===== src/rtl/alu_mc_pkg.sv =====
// Shared definitions for the multi-cycle ALU: opcode encodings, FSM states and
// flag bit positions within the 5-bit flags word.
package alu_mc_pkg;

    localparam logic [3:0] OP_ADD  = 4'd0;
    localparam logic [3:0] OP_SUB  = 4'd1;
    localparam logic [3:0] OP_AND  = 4'd2;
    localparam logic [3:0] OP_OR   = 4'd3;
    localparam logic [3:0] OP_XOR  = 4'd4;
    localparam logic [3:0] OP_NOR  = 4'd5;
    localparam logic [3:0] OP_SLL  = 4'd6;
    localparam logic [3:0] OP_XNOR = 4'd7;
    localparam logic [3:0] OP_MUL  = 4'd8;
    localparam logic [3:0] OP_DIV  = 4'd9;
    localparam logic [3:0] OP_REM  = 4'd10;

    typedef enum logic [1:0] {
        ST_IDLE = 2'd0,
        ST_MUL  = 2'd1,
        ST_DIV  = 2'd2
    } state_e;

    localparam int FLAG_ZERO    = 0;
    localparam int FLAG_CARRY   = 1;
    localparam int FLAG_OVF     = 2;
    localparam int FLAG_DIV0    = 3;
    localparam int FLAG_ILLEGAL = 4;

endpackage


===== src/rtl/alu_mc_if.sv =====
// Issue/result bus of the multi-cycle ALU; the master issues operations,
// the slave (alu_mc) reports readiness, progress and results.
interface alu_mc_if #(
    parameter int WIDTH = 16
);
    logic [WIDTH-1:0] A;
    logic [WIDTH-1:0] B;
    logic [3:0]       opcode;
    logic             start;
    logic             ready;
    logic             busy;
    logic [WIDTH-1:0] result;
    logic             result_valid;
    logic [4:0]       flags;

    modport master (
        output A, B, opcode, start,
        input  ready, busy, result, result_valid, flags
    );

    modport slave (
        input  A, B, opcode, start,
        output ready, busy, result, result_valid, flags
    );
endinterface


===== src/rtl/alu_mc_div.sv =====
// Serial unsigned restoring divider: the first quotient bit is resolved on the
// start edge, so done rises WIDTH-1 cycles later with quotient/remainder stable.
module alu_mc_div #(
    parameter int WIDTH = 16
) (
    input  logic             clk,
    input  logic             rst_n,
    input  logic             clear,
    input  logic             start,
    input  logic [WIDTH-1:0] dividend,
    input  logic [WIDTH-1:0] divisor,
    output logic             done,
    output logic [WIDTH-1:0] quotient,
    output logic [WIDTH-1:0] remainder
);
    localparam int CW = $clog2(WIDTH) + 1;

    logic [WIDTH-1:0]   q_r;
    logic [WIDTH-1:0]   r_r;
    logic [WIDTH-1:0]   d_r;
    logic [CW-1:0]      cnt_r;
    logic               run_r;
    logic [2*WIDTH-1:0] step_s;

    // One restoring step: shift next dividend bit into the partial remainder, subtract if it fits.
    function automatic logic [2*WIDTH-1:0] div_step(input logic [WIDTH-1:0] r,
                                                    input logic [WIDTH-1:0] q,
                                                    input logic [WIDTH-1:0] d);
        logic [WIDTH:0]   trial_s;
        logic [WIDTH-1:0] q_s;
        trial_s = {r, q[WIDTH-1]};
        q_s     = {q[WIDTH-2:0], 1'b0};
        if (trial_s >= {1'b0, d}) begin
            trial_s = trial_s - {1'b0, d};
            q_s[0]  = 1'b1;
        end else begin
            q_s[0]  = 1'b0;
        end
        return {trial_s[WIDTH-1:0], q_s};
    endfunction

    assign step_s    = start ? div_step({WIDTH{1'b0}}, dividend, divisor) : div_step(r_r, q_r, d_r);
    assign done      = run_r && (cnt_r == CW'(WIDTH));
    assign quotient  = q_r;
    assign remainder = r_r;

    // Iteration registers; clear drops any division in progress.
    always_ff @(posedge clk) begin
        if (!rst_n || clear) begin
            run_r <= 1'b0;
            cnt_r <= '0;
            q_r   <= '0;
            r_r   <= '0;
            d_r   <= '0;
        end else if (start) begin
            run_r      <= 1'b1;
            cnt_r      <= CW'(1);
            d_r        <= divisor;
            {r_r, q_r} <= step_s;
        end else if (run_r && (cnt_r != CW'(WIDTH))) begin
            cnt_r      <= cnt_r + CW'(1);
            {r_r, q_r} <= step_s;
        end else begin
            run_r <= 1'b0;
        end
    end
endmodule


===== src/rtl/alu_mc.sv =====
// Parametrised multi-cycle ALU behind the PMU power domain with isolation clamping.
// Define ALU_MC_DIV_EN to build the serial divider for opcodes 9/10 (else they are illegal).
module alu_mc
    import alu_mc_pkg::*;
#(
    parameter int WIDTH   = 16,
    parameter int MUL_LAT = 4
) (
    input  logic    clk,
    input  logic    rst_n,
    input  logic    alu_pwr_en,
    input  logic    iso_en,
    alu_mc_if.slave bus
);
    localparam int SHW = $clog2(WIDTH);

    state_e           state_r, state_s;
    logic [3:0]       cnt_r;
    logic [WIDTH-1:0] a_r, b_r, result_r, done_res_s;
    logic [4:0]       flags_r, done_flg_s;
    logic             valid_r, rdy_en_r, ready_s, issue_s, done_s;
    logic [WIDTH+4:0] eval_s, mul_s;
`ifdef ALU_MC_DIV_EN
    logic             rem_sel_r, div_start_s, div_done_s;
    logic [WIDTH-1:0] quot_s, rem_s;
`endif

    // Everything that completes without iterating; returns {flags, result}.
    function automatic logic [WIDTH+4:0] alu_eval(input logic [WIDTH-1:0] a,
                                                  input logic [WIDTH-1:0] b,
                                                  input logic [3:0]       op);
        logic [WIDTH:0]     sum_s;
        logic [2*WIDTH-1:0] prod_s;
        logic [WIDTH-1:0]   res_s;
        logic [4:0]         flg_s;
        sum_s  = '0;
        prod_s = '0;
        res_s  = '0;
        flg_s  = 5'b00000;
        case (op)
            OP_ADD: begin
                sum_s = {1'b0, a} + {1'b0, b};
                res_s = sum_s[WIDTH-1:0];
                flg_s[FLAG_CARRY] = sum_s[WIDTH];
            end
            OP_SUB: begin
                res_s = a - b;
                flg_s[FLAG_CARRY] = (a < b);
            end
            OP_AND:  res_s = a & b;
            OP_OR:   res_s = a | b;
            OP_XOR:  res_s = a ^ b;
            OP_NOR:  res_s = ~(a | b);
            OP_SLL:  res_s = a << b[SHW-1:0];
            OP_XNOR: res_s = ~(a ^ b);
            OP_MUL: begin
                prod_s = {{WIDTH{1'b0}}, a} * {{WIDTH{1'b0}}, b};
                res_s  = prod_s[WIDTH-1:0];
                flg_s[FLAG_OVF] = |prod_s[2*WIDTH-1:WIDTH];
            end
`ifdef ALU_MC_DIV_EN
            // Only reached with a zero divisor; nonzero divisors go to the divider.
            OP_DIV: begin
                res_s = '1;
                flg_s[FLAG_DIV0] = 1'b1;
            end
            OP_REM: begin
                res_s = a;
                flg_s[FLAG_DIV0] = 1'b1;
            end
`endif
            default: flg_s[FLAG_ILLEGAL] = 1'b1;
        endcase
        flg_s[FLAG_ZERO] = (res_s == '0);
        return {flg_s, res_s};
    endfunction

    assign ready_s = rdy_en_r && alu_pwr_en && (state_r == ST_IDLE);
    assign issue_s = bus.start && ready_s;
    assign eval_s  = alu_eval(bus.A, bus.B, bus.opcode);
    assign mul_s   = alu_eval(a_r, b_r, OP_MUL);

`ifdef ALU_MC_DIV_EN
    alu_mc_div #(.WIDTH(WIDTH)) u_div (
        .clk       (clk),
        .rst_n     (rst_n),
        .clear     (!alu_pwr_en),
        .start     (div_start_s),
        .dividend  (bus.A),
        .divisor   (bus.B),
        .done      (div_done_s),
        .quotient  (quot_s),
        .remainder (rem_s)
    );
`endif

    // Next state and completion value; losing power discards any completion this cycle.
    always_comb begin
        state_s    = state_r;
        done_s     = 1'b0;
        done_res_s = result_r;
        done_flg_s = flags_r;
`ifdef ALU_MC_DIV_EN
        div_start_s = 1'b0;
`endif
        if (!alu_pwr_en) begin
            state_s = ST_IDLE;
        end else begin
            case (state_r)
                ST_IDLE: begin
                    if (!issue_s) begin
                        state_s = ST_IDLE;
                    end else if ((bus.opcode == OP_MUL) && (MUL_LAT > 1)) begin
                        state_s = ST_MUL;
`ifdef ALU_MC_DIV_EN
                    end else if (((bus.opcode == OP_DIV) || (bus.opcode == OP_REM)) && (bus.B != '0)) begin
                        state_s     = ST_DIV;
                        div_start_s = 1'b1;
`endif
                    end else begin
                        done_s                   = 1'b1;
                        {done_flg_s, done_res_s} = eval_s;
                    end
                end
                ST_MUL: begin
                    if (cnt_r == 4'(MUL_LAT - 1)) begin
                        state_s                  = ST_IDLE;
                        done_s                   = 1'b1;
                        {done_flg_s, done_res_s} = mul_s;
                    end else begin
                        state_s = ST_MUL;
                    end
                end
`ifdef ALU_MC_DIV_EN
                ST_DIV: begin
                    if (div_done_s) begin
                        state_s    = ST_IDLE;
                        done_s     = 1'b1;
                        done_res_s = rem_sel_r ? rem_s : quot_s;
                        done_flg_s = 5'b00000;
                        done_flg_s[FLAG_ZERO] = (done_res_s == '0);
                    end else begin
                        state_s = ST_DIV;
                    end
                end
`endif
                default: state_s = ST_IDLE;
            endcase
        end
    end

    // State, operand capture, latency counter and held result registers.
    always_ff @(posedge clk) begin
        if (!rst_n) begin
            state_r   <= ST_IDLE;
            cnt_r     <= 4'd0;
            a_r       <= '0;
            b_r       <= '0;
            result_r  <= '0;
            flags_r   <= 5'b00000;
            valid_r   <= 1'b0;
            rdy_en_r  <= 1'b0;
`ifdef ALU_MC_DIV_EN
            rem_sel_r <= 1'b0;
`endif
        end else begin
            rdy_en_r <= 1'b1;
            state_r  <= state_s;
            valid_r  <= done_s;
            if (done_s) begin
                result_r <= done_res_s;
                flags_r  <= done_flg_s;
            end
            if (!alu_pwr_en) begin
                cnt_r <= 4'd0;
            end else if (issue_s) begin
                cnt_r     <= 4'd1;
                a_r       <= bus.A;
                b_r       <= bus.B;
`ifdef ALU_MC_DIV_EN
                rem_sel_r <= (bus.opcode == OP_REM);
`endif
            end else if (state_r == ST_MUL) begin
                cnt_r <= cnt_r + 4'd1;
            end
        end
    end

    assign bus.ready        = iso_en ? 1'b0 : ready_s;
    assign bus.busy         = iso_en ? 1'b0 : (state_r != ST_IDLE);
    assign bus.result       = iso_en ? '0 : result_r;
    assign bus.flags        = iso_en ? 5'b00000 : flags_r;
    assign bus.result_valid = iso_en ? 1'b0 : valid_r;
endmodule


===== src/flat_wrapper.sv =====
// flat-port wrapper written by rule: the top's interface ports become plain ports
module alu_mc_flat import alu_mc_pkg::*;
#(
    parameter int WIDTH   = 16,
    parameter int MUL_LAT = 4
)
  (clk, rst_n, alu_pwr_en, iso_en, bus_A, bus_B, bus_opcode, bus_start, bus_ready, bus_busy, bus_result, bus_result_valid, bus_flags);
  alu_mc_if #(.WIDTH(WIDTH)) bus_i ();
  input  logic clk;
  input  logic rst_n;
  input  logic alu_pwr_en;
  input  logic iso_en;
  input wire logic [$bits(bus_i.A)-1:0] bus_A;
  input wire logic [$bits(bus_i.B)-1:0] bus_B;
  input wire logic [$bits(bus_i.opcode)-1:0] bus_opcode;
  input wire logic [$bits(bus_i.start)-1:0] bus_start;
  output wire logic [$bits(bus_i.ready)-1:0] bus_ready;
  output wire logic [$bits(bus_i.busy)-1:0] bus_busy;
  output wire logic [$bits(bus_i.result)-1:0] bus_result;
  output wire logic [$bits(bus_i.result_valid)-1:0] bus_result_valid;
  output wire logic [$bits(bus_i.flags)-1:0] bus_flags;
  assign bus_i.A = bus_A;
  assign bus_i.B = bus_B;
  assign bus_i.opcode = bus_opcode;
  assign bus_i.start = bus_start;
  assign bus_ready = bus_i.ready;
  assign bus_busy = bus_i.busy;
  assign bus_result = bus_i.result;
  assign bus_result_valid = bus_i.result_valid;
  assign bus_flags = bus_i.flags;
  alu_mc #(.WIDTH(WIDTH), .MUL_LAT(MUL_LAT)) u_core (.clk(clk), .rst_n(rst_n), .alu_pwr_en(alu_pwr_en), .iso_en(iso_en), .bus(bus_i));
endmodule

===== config.mk =====
export PLATFORM = sky130hd
export DESIGN_NAME = alu_mc_flat
export DESIGN_NICKNAME = d
export VERILOG_FILES = /design/src/rtl/alu_mc_pkg.sv /design/src/rtl/alu_mc_if.sv /design/src/rtl/alu_mc_div.sv /design/src/rtl/alu_mc.sv /design/src/flat_wrapper.sv
export SDC_FILE = /design/constraint.sdc
export NUM_CORES = 1
export LEC_CHECK = 0
export ABC_AREA = 1
export BUFFER_PORTS_ARGS = -buffer_cell sky130_fd_sc_hd__buf_2
export CAP_MARGIN = 10
export CORE_ASPECT_RATIO = 0.5
export CORE_MARGIN = 3
export CORE_UTILIZATION = 50
export CTS_CLUSTER_SIZE = 24
export DETAILED_ROUTE_END_ITERATION = 16
export GPL_ROUTABILITY_DRIVEN = 0
export HOLD_SLACK_MARGIN = 0.1
export PLACE_DENSITY = 0.68
export SLEW_MARGIN = 20
export SYNTH_ARGS = -nofsm -noshare
export SYNTH_HDL_FRONTEND = slang
export SYNTH_SLANG_ARGS = --single-unit

===== constraint.sdc =====
create_clock -name clk -period 7.2 [get_ports clk]
set_input_delay 0.72 -clock clk [delete_from_list [all_inputs] [get_ports clk]]
set_output_delay 0.72 -clock clk [all_outputs]
set_load 0.01 [all_outputs]

# [Yosys cells after proc, flatten, opt, wreduce, memory -nomap -nowiden]
# Cells that the tools add are included.
[word_totals] wordCells=81 latchBits=0 reg_bits=61 mem_bits_ro=0 input_bits=41 mem_count=0 ramBits=0
[op_classes] n_bitwise=7 n_lt_le_gt_ge=1 shifts=1 n_mux=28 n_div=0 addsub=3 n_reduce_logical=16 eq_ne=14 multipliers=2
[ops] operator="16-bit one-hot mux with 9 select lines" n=1
[ops] operator="16-bit 2-to-1 mux" n=4
[ops] operator="16-bit zero test" n=2
[ops] operator="16-bit by 16-bit multiplier with 32-bit output" n=1
[ops] operator="16-bit inverter" n=2
[ops] operator="16-bit one-hot mux with 2 select lines" n=1
[ops] operator="5-bit 2-to-1 mux" n=4
[ops] operator="16-bit by 16-bit adder with 17-bit output" n=1
[ops] operator="16-bit bitwise AND" n=1
[ops] operator="4-bit by 3-bit == test with 1-bit output, second input constant" n=4
[ops] operator="16-bit less-than comparator" n=1
[ops] operator="16-bit by 16-bit multiplier with 16-bit output" n=1
[ops] operator="16-bit OR" n=1
[ops] operator="16-bit OR reduction" n=1
[ops] operator="16-bit by 4-bit << shifter with 16-bit output" n=1
[ops] operator="16-bit subtractor" n=1
[ops] operator="16-bit bitwise XOR" n=1
[ops] operator="4-bit by 2-bit == test with 1-bit output, second input constant" n=3
[ops] operator="1-bit 2-to-1 mux" n=12
[ops] operator="5-bit one-hot mux with 2 select lines" n=1
[ops] operator="8-bit OR reduction" n=1
[ops] operator="6-bit AND reduction" n=1
[ops] operator="2-bit nonzero test" n=3
[ops] operator="4-bit by 1-bit adder with 4-bit output, second input constant" n=1
[ops] operator="other kinds (15)" n=22

# [Depth between registers and ports, before layout]
[logic_depth] word_depth=7 depth_mapped=33

# [Worst setup path before layout]
# No wires, ideal clock.
[synth_path] path_type="input -> register" from="input bus_B[1]" to="register u_core.flags_r[0]" setup_ns=0.117 arrival_time_ns=5.895 n_path_buf=3 stages=26 path_slack_ns=1.188 path_cell_list="buf_4 clkbuf_1 clkbuf_1 nand2_1 fa_1 fa_1 fa_1 fa_1 fa_1 fa_1 inv_1 ha_1 nand2_1 inv_1 a21oi_1 nand3_1 nand2_1 nand2_1 a21oi_1 inv_1 nand3_1 nand3_1 nand3_1 nor2_1 nor2_1 nor2_1"
[synth_between] elab_chain_cells=7 word_cells_on_any_way=14 cone_classes="2 x add/sub; 1 x mul; 1 x shift; 4 x mux; 5 x bitwise; 1 x reduce/logical"
[synth_lines] element="start: declaration" line="flat_wrapper.sv:14" source="input wire logic [$bits(bus_i.B)-1:0] bus_B;"
[synth_lines] element="branches (longest 2 deep; another with 16-bit by 16-bit multiplier with 16-bit output)"
[synth_lines] element="16-bit one-hot mux with 9 select lines *" line="alu_mc.sv:40" source="case (op)"
[synth_lines] element="16-bit zero test *" line="alu_mc.sv:74" source="flg_s[FLAG_ZERO] = (res_s == '0);"
[synth_lines] element="5-bit 2-to-1 mux *" line="alu_mc.sv:113" source="end else if ((bus.opcode == OP_MUL) && (MUL_LAT > 1)) begin"
[synth_lines] element="5-bit 2-to-1 mux *" line="alu_mc.sv:111" source="if (!issue_s) begin"
[synth_lines] element="5-bit one-hot mux with 2 select lines *" line="alu_mc.sv:109" source="case (state_r)"
[synth_lines] element="end signal: assignment" line="alu_mc.sv:172" source="flags_r <= done_flg_s;"
[synth_lines] element="end: declaration" line="alu_mc.sv:20" source="logic [4:0] flags_r, done_flg_s;"
# Every way passes the cells marked *. The select of a mux whose other input is x is not followed.
# A chain may end at the register's enable or synchronous reset.

# [Final worst setup path]
[layout_path] from="register u_core.a_r[6]" to="register u_core.flags_r[2]"
[layout_between] elab_chain_cells=4
[layout_lines] element="start: declaration" line="alu_mc.sv:19" source="logic [WIDTH-1:0] a_r, b_r, result_r, done_res_s;"
[layout_lines] element="start signal: assignment" line="alu_mc.sv:178" source="a_r <= bus.A;"
[layout_lines] element="16-bit by 16-bit multiplier with 32-bit output" line="alu_mc.sv:57" source="prod_s = {{WIDTH{1'b0}}, a} * {{WIDTH{1'b0}}, b};"
[layout_lines] element="16-bit OR reduction" line="alu_mc.sv:59" source="flg_s[FLAG_OVF] = |prod_s[2*WIDTH-1:WIDTH];"
[layout_lines] element="5-bit 2-to-1 mux" line="alu_mc.sv:126" source="if (cnt_r == 4'(MUL_LAT - 1)) begin"
[layout_lines] element="5-bit one-hot mux with 2 select lines" line="alu_mc.sv:109"
# No other way between the ends. The select of a mux whose other input is x is not followed.

==> reports/metrics.yaml <==
post_route_cells_drive_above_1_share: 0.0446
switching_share: 0.526
finalNetCount: 3495
io_buffers: 63
fin_crit_ns: 6.34
cp_num_buf_inv: 4
drt-total-wl_mm: 61.1
synth_enable_flop_cells: 0
cap_violations: 0
status: "finished clean"
antennaDiodeCount: 0
ys_ff_latch: 59
synth_fp_nets: 3515
die-area_um2: 41700
area_delta_synth_final_pct: 5.11
async_flop_share: 0
p_seq_frac: 0.135
hold_path_depth: 2
crit_required_ns: 7.41
grt_overflow_total: 0
vias: 18800
switchingPower_mw: 1.53
cp-start-kind: "register"
clockBufferDepth: 2
worstPathArrival_ns: 6.55
numCtsBuffers: 9
ctsHoldBuffers: 0
path_delay_family: "adder cells"
gr-usage-all-layers: 0.298
postRouteAntennaNets: 0
cp.depth: 23
highest_layer: "met4"
cts_setup_buffers: 0
wire_per_inst_um: 17.5
post_cts_resized: 0
fillerInstances: 3912
grt_pass1_vias: 18500
total_power_mw: 2.90
postSynthAreaPerCell_um2: 6.54
fin_worst_skew_ns: 0.0106
grt_pass1_wl_mm: 99.0
rsz0062_at_grt: "false"
start_util: 0.515
slew_headroom: 0.271
antenna_found_initial: 0
first_pass_iters: 6
max_stage_delay_ns: 0.88
peakVddDrop_mv: 0.195
netlist_area_um2: 19600
cts_tree: "built"
synth.distinct_cells: 47
synthCells: 2995
path_cells: "nand2_1, fa_1, fa_1, fa_1, inv_1, fa_1, fa_1, inv_1, fa_1, inv_1, ha_1, nand2_1, inv_1, a21oi_1, o21ai_0, a21oi_1, xnor2_1, nor2_1, nand2_1, nor2_1, nand2_1, nand2_1, a21oi_1"
row_count: 50
fmax_mhz: 158
clk_pin_slew_ns: 0.06
worst_setup_path_end_kind: "register"
worst-setup-path-type: "register to register"
grt_max_degree: 69
holdCritPathClass: "register to register"
p_comb_frac: 0.718
dp_hpwl_mm: 50.2
clock_tree.root_cell: "clkbuf_16"
core_um2: 38000
cp_max_fo: 12
fin_setup_tns_ns: 0
clock_latency_ns: 0.33
multi_input_area_um2: 15000
cellLeakagePower_nw: 11.9
final-seq-area_um2: 1180
internal_power_mw: 1.37
dr_wl_met2_mm: 26.9
initialDrtViolationCount: 2000
die_x_um: 286
cpMostUsedCell: "fa_1"
met3WireLength_mm: 5.75
clock_power_share: 0.147
io_pins: 65
met1_length_mm: 26.6
ys.flop_type: "dfxtp_1"
finalCritPeriodShare: 0.881
ys_warn_count: 0
worstMarginPinSlew_ns: 1.09
ys_seq_area_frac: 0.0603
r2r_cells: 23
setup_violations: 0
finalMaxSlewViolations: 0
h-tree-depth: 3
cts_sinks: 59
drc: 0
cp_slowest_cell: "dfxtp_1"
dieHeight_um: 146
final-hold-violation-count: 0
p_per_area_nw_per_um2: 141
via_per_inst: 5.38
place_area_um2: 20300
design_area_um2: 20600
[cells in the mapped netlist (all sizes together), types with 9 or more instances]
cell type  instances  area (um^2)
nand3b            10         75.1
ha               203         2540
nand4             27          169
a31oi              9         56.3
nand2            804         3030
clkbuf           103          387
o21bai             9         67.6
nand3            173          866
inv              748         2810
xnor2             10         87.6
nor3              20          105
o21a               9         67.6
xor2              18          158
dfxtp             59         1180
fa               276         5530
a21oi            128          641
o21ai             99          495
buf               32          180
nor2             205          782
[routing by layer]
| metal | up-vias | GRT usage |
|---|---|---|
| met1 | 8927 | 0.418 |
| met4 | 0 | 0.0904 |
| met2 | 877 | 0.475 |
| met3 | 128 | 0.0444 |
| li1 | 8881 | - |
| met5 | - | 0 |
[path summary, 6_finish.rpt]
check / start / to / slack [ns]
setup / recovery: u_core.a_r[6] / u_core.flags_r[2] / 0.86
hold / removal: u_core.flags_r[4] / u_core.flags_r[4] / 0.47
setup reg to reg: u_core.a_r[6] / u_core.flags_r[2] / 0.86
hold reg to reg: u_core.flags_r[4] / u_core.flags_r[4] / 0.47
[area by class of cell]
type,count,area share
well taps,520,0.0316
inverters,750,0.137
clock buffers,11,0.0118
flip-flops and latches,59,0.0573
multi-input cells,2051,0.730
clock inverters,5,0.00255
repair buffers,104,0.0303
[state kept, by name, indices dropped and copies added, names as in the netlist]
name / flops
u_core.a_r: 16
u_core.b_r: 16
u_core.result_r: 16
u_core.cnt_r: 4
u_core.flags_r: 4
u_core.rdy_en_r: 1
u_core.state_r: 1
u_core.valid_r: 1
[cells by family (layout without fill, tap and decap cells)]
| family | Yosys count | after routing | synth area share |
|---|---|---|---|
| buf+inv | 885 | 870 | 0.173 |
| other cells | 1 | 1 | 0.000191 |
| flops | 59 | 59 | 0.0603 |
| simple gates | 1248 | 1248 | 0.259 |
| fa+ha+maj | 479 | 479 | 0.412 |
| xor+xnor | 28 | 28 | 0.0125 |
| compound gates | 295 | 295 | 0.0836 |
[placed cells by master (no fill, tap or decap), types with 8 or more instances in the layout]
cell	count
ha_1	203
o21a_1	9
buf_4	41
nand3b_1	10
nand2_1	801
o211ai_1	8
inv_1	746
a31oi_1	9
xnor2_1	10
nand3_1	173
fa_1	276
nor2_1	202
xor2_1	18
buf_2	63
nor3_1	19
o21bai_1	9
a21oi_1	128
dfxtp_1	59
clkbuf_16	9
o21ai_0	98
nand4_1	27
[stage by stage]
step	worst slack, ns	cells	utilization	hold WS (ns)
after floorplan	1.19	2995	-	0.441
after global placement	0.949	3484	0.534	0.454
after detailed placement	0.897	3484	0.534	0.459
after CTS	0.990	3500	0.542	0.466
after global routing	0.578	3500	0.542	0.506
final	0.858	3500	0.542	0.468
[power groups by stage]
stage / combinational, mW / sequential, mW / clock, mW
6_report: 2.08 / 0.392 / 0.426
2_1_floorplan: 1.55 / 0.351 / 0
5_1_grt: 2.41 / 0.393 / 0.444
3_3_place_gp: 1.99 / 0.396 / 0
4_1_cts: 2.05 / 0.389 / 0.433
3_5_place_dp: 2.03 / 0.396 / 0
[worst register-to-register path: cells and delay by family, from the launching register on]
family                   cells  cell delay (ns)
buffers and inverters        4             0.24
adder cells (fa/ha/maj)      7             3.38
flip-flops                   1             0.88
XOR/XNOR                     1             0.09
AO/OA/AOI/OAI                4             0.78
AND/OR/NAND/NOR              7             0.87
(Power assumes the default switching activity.)
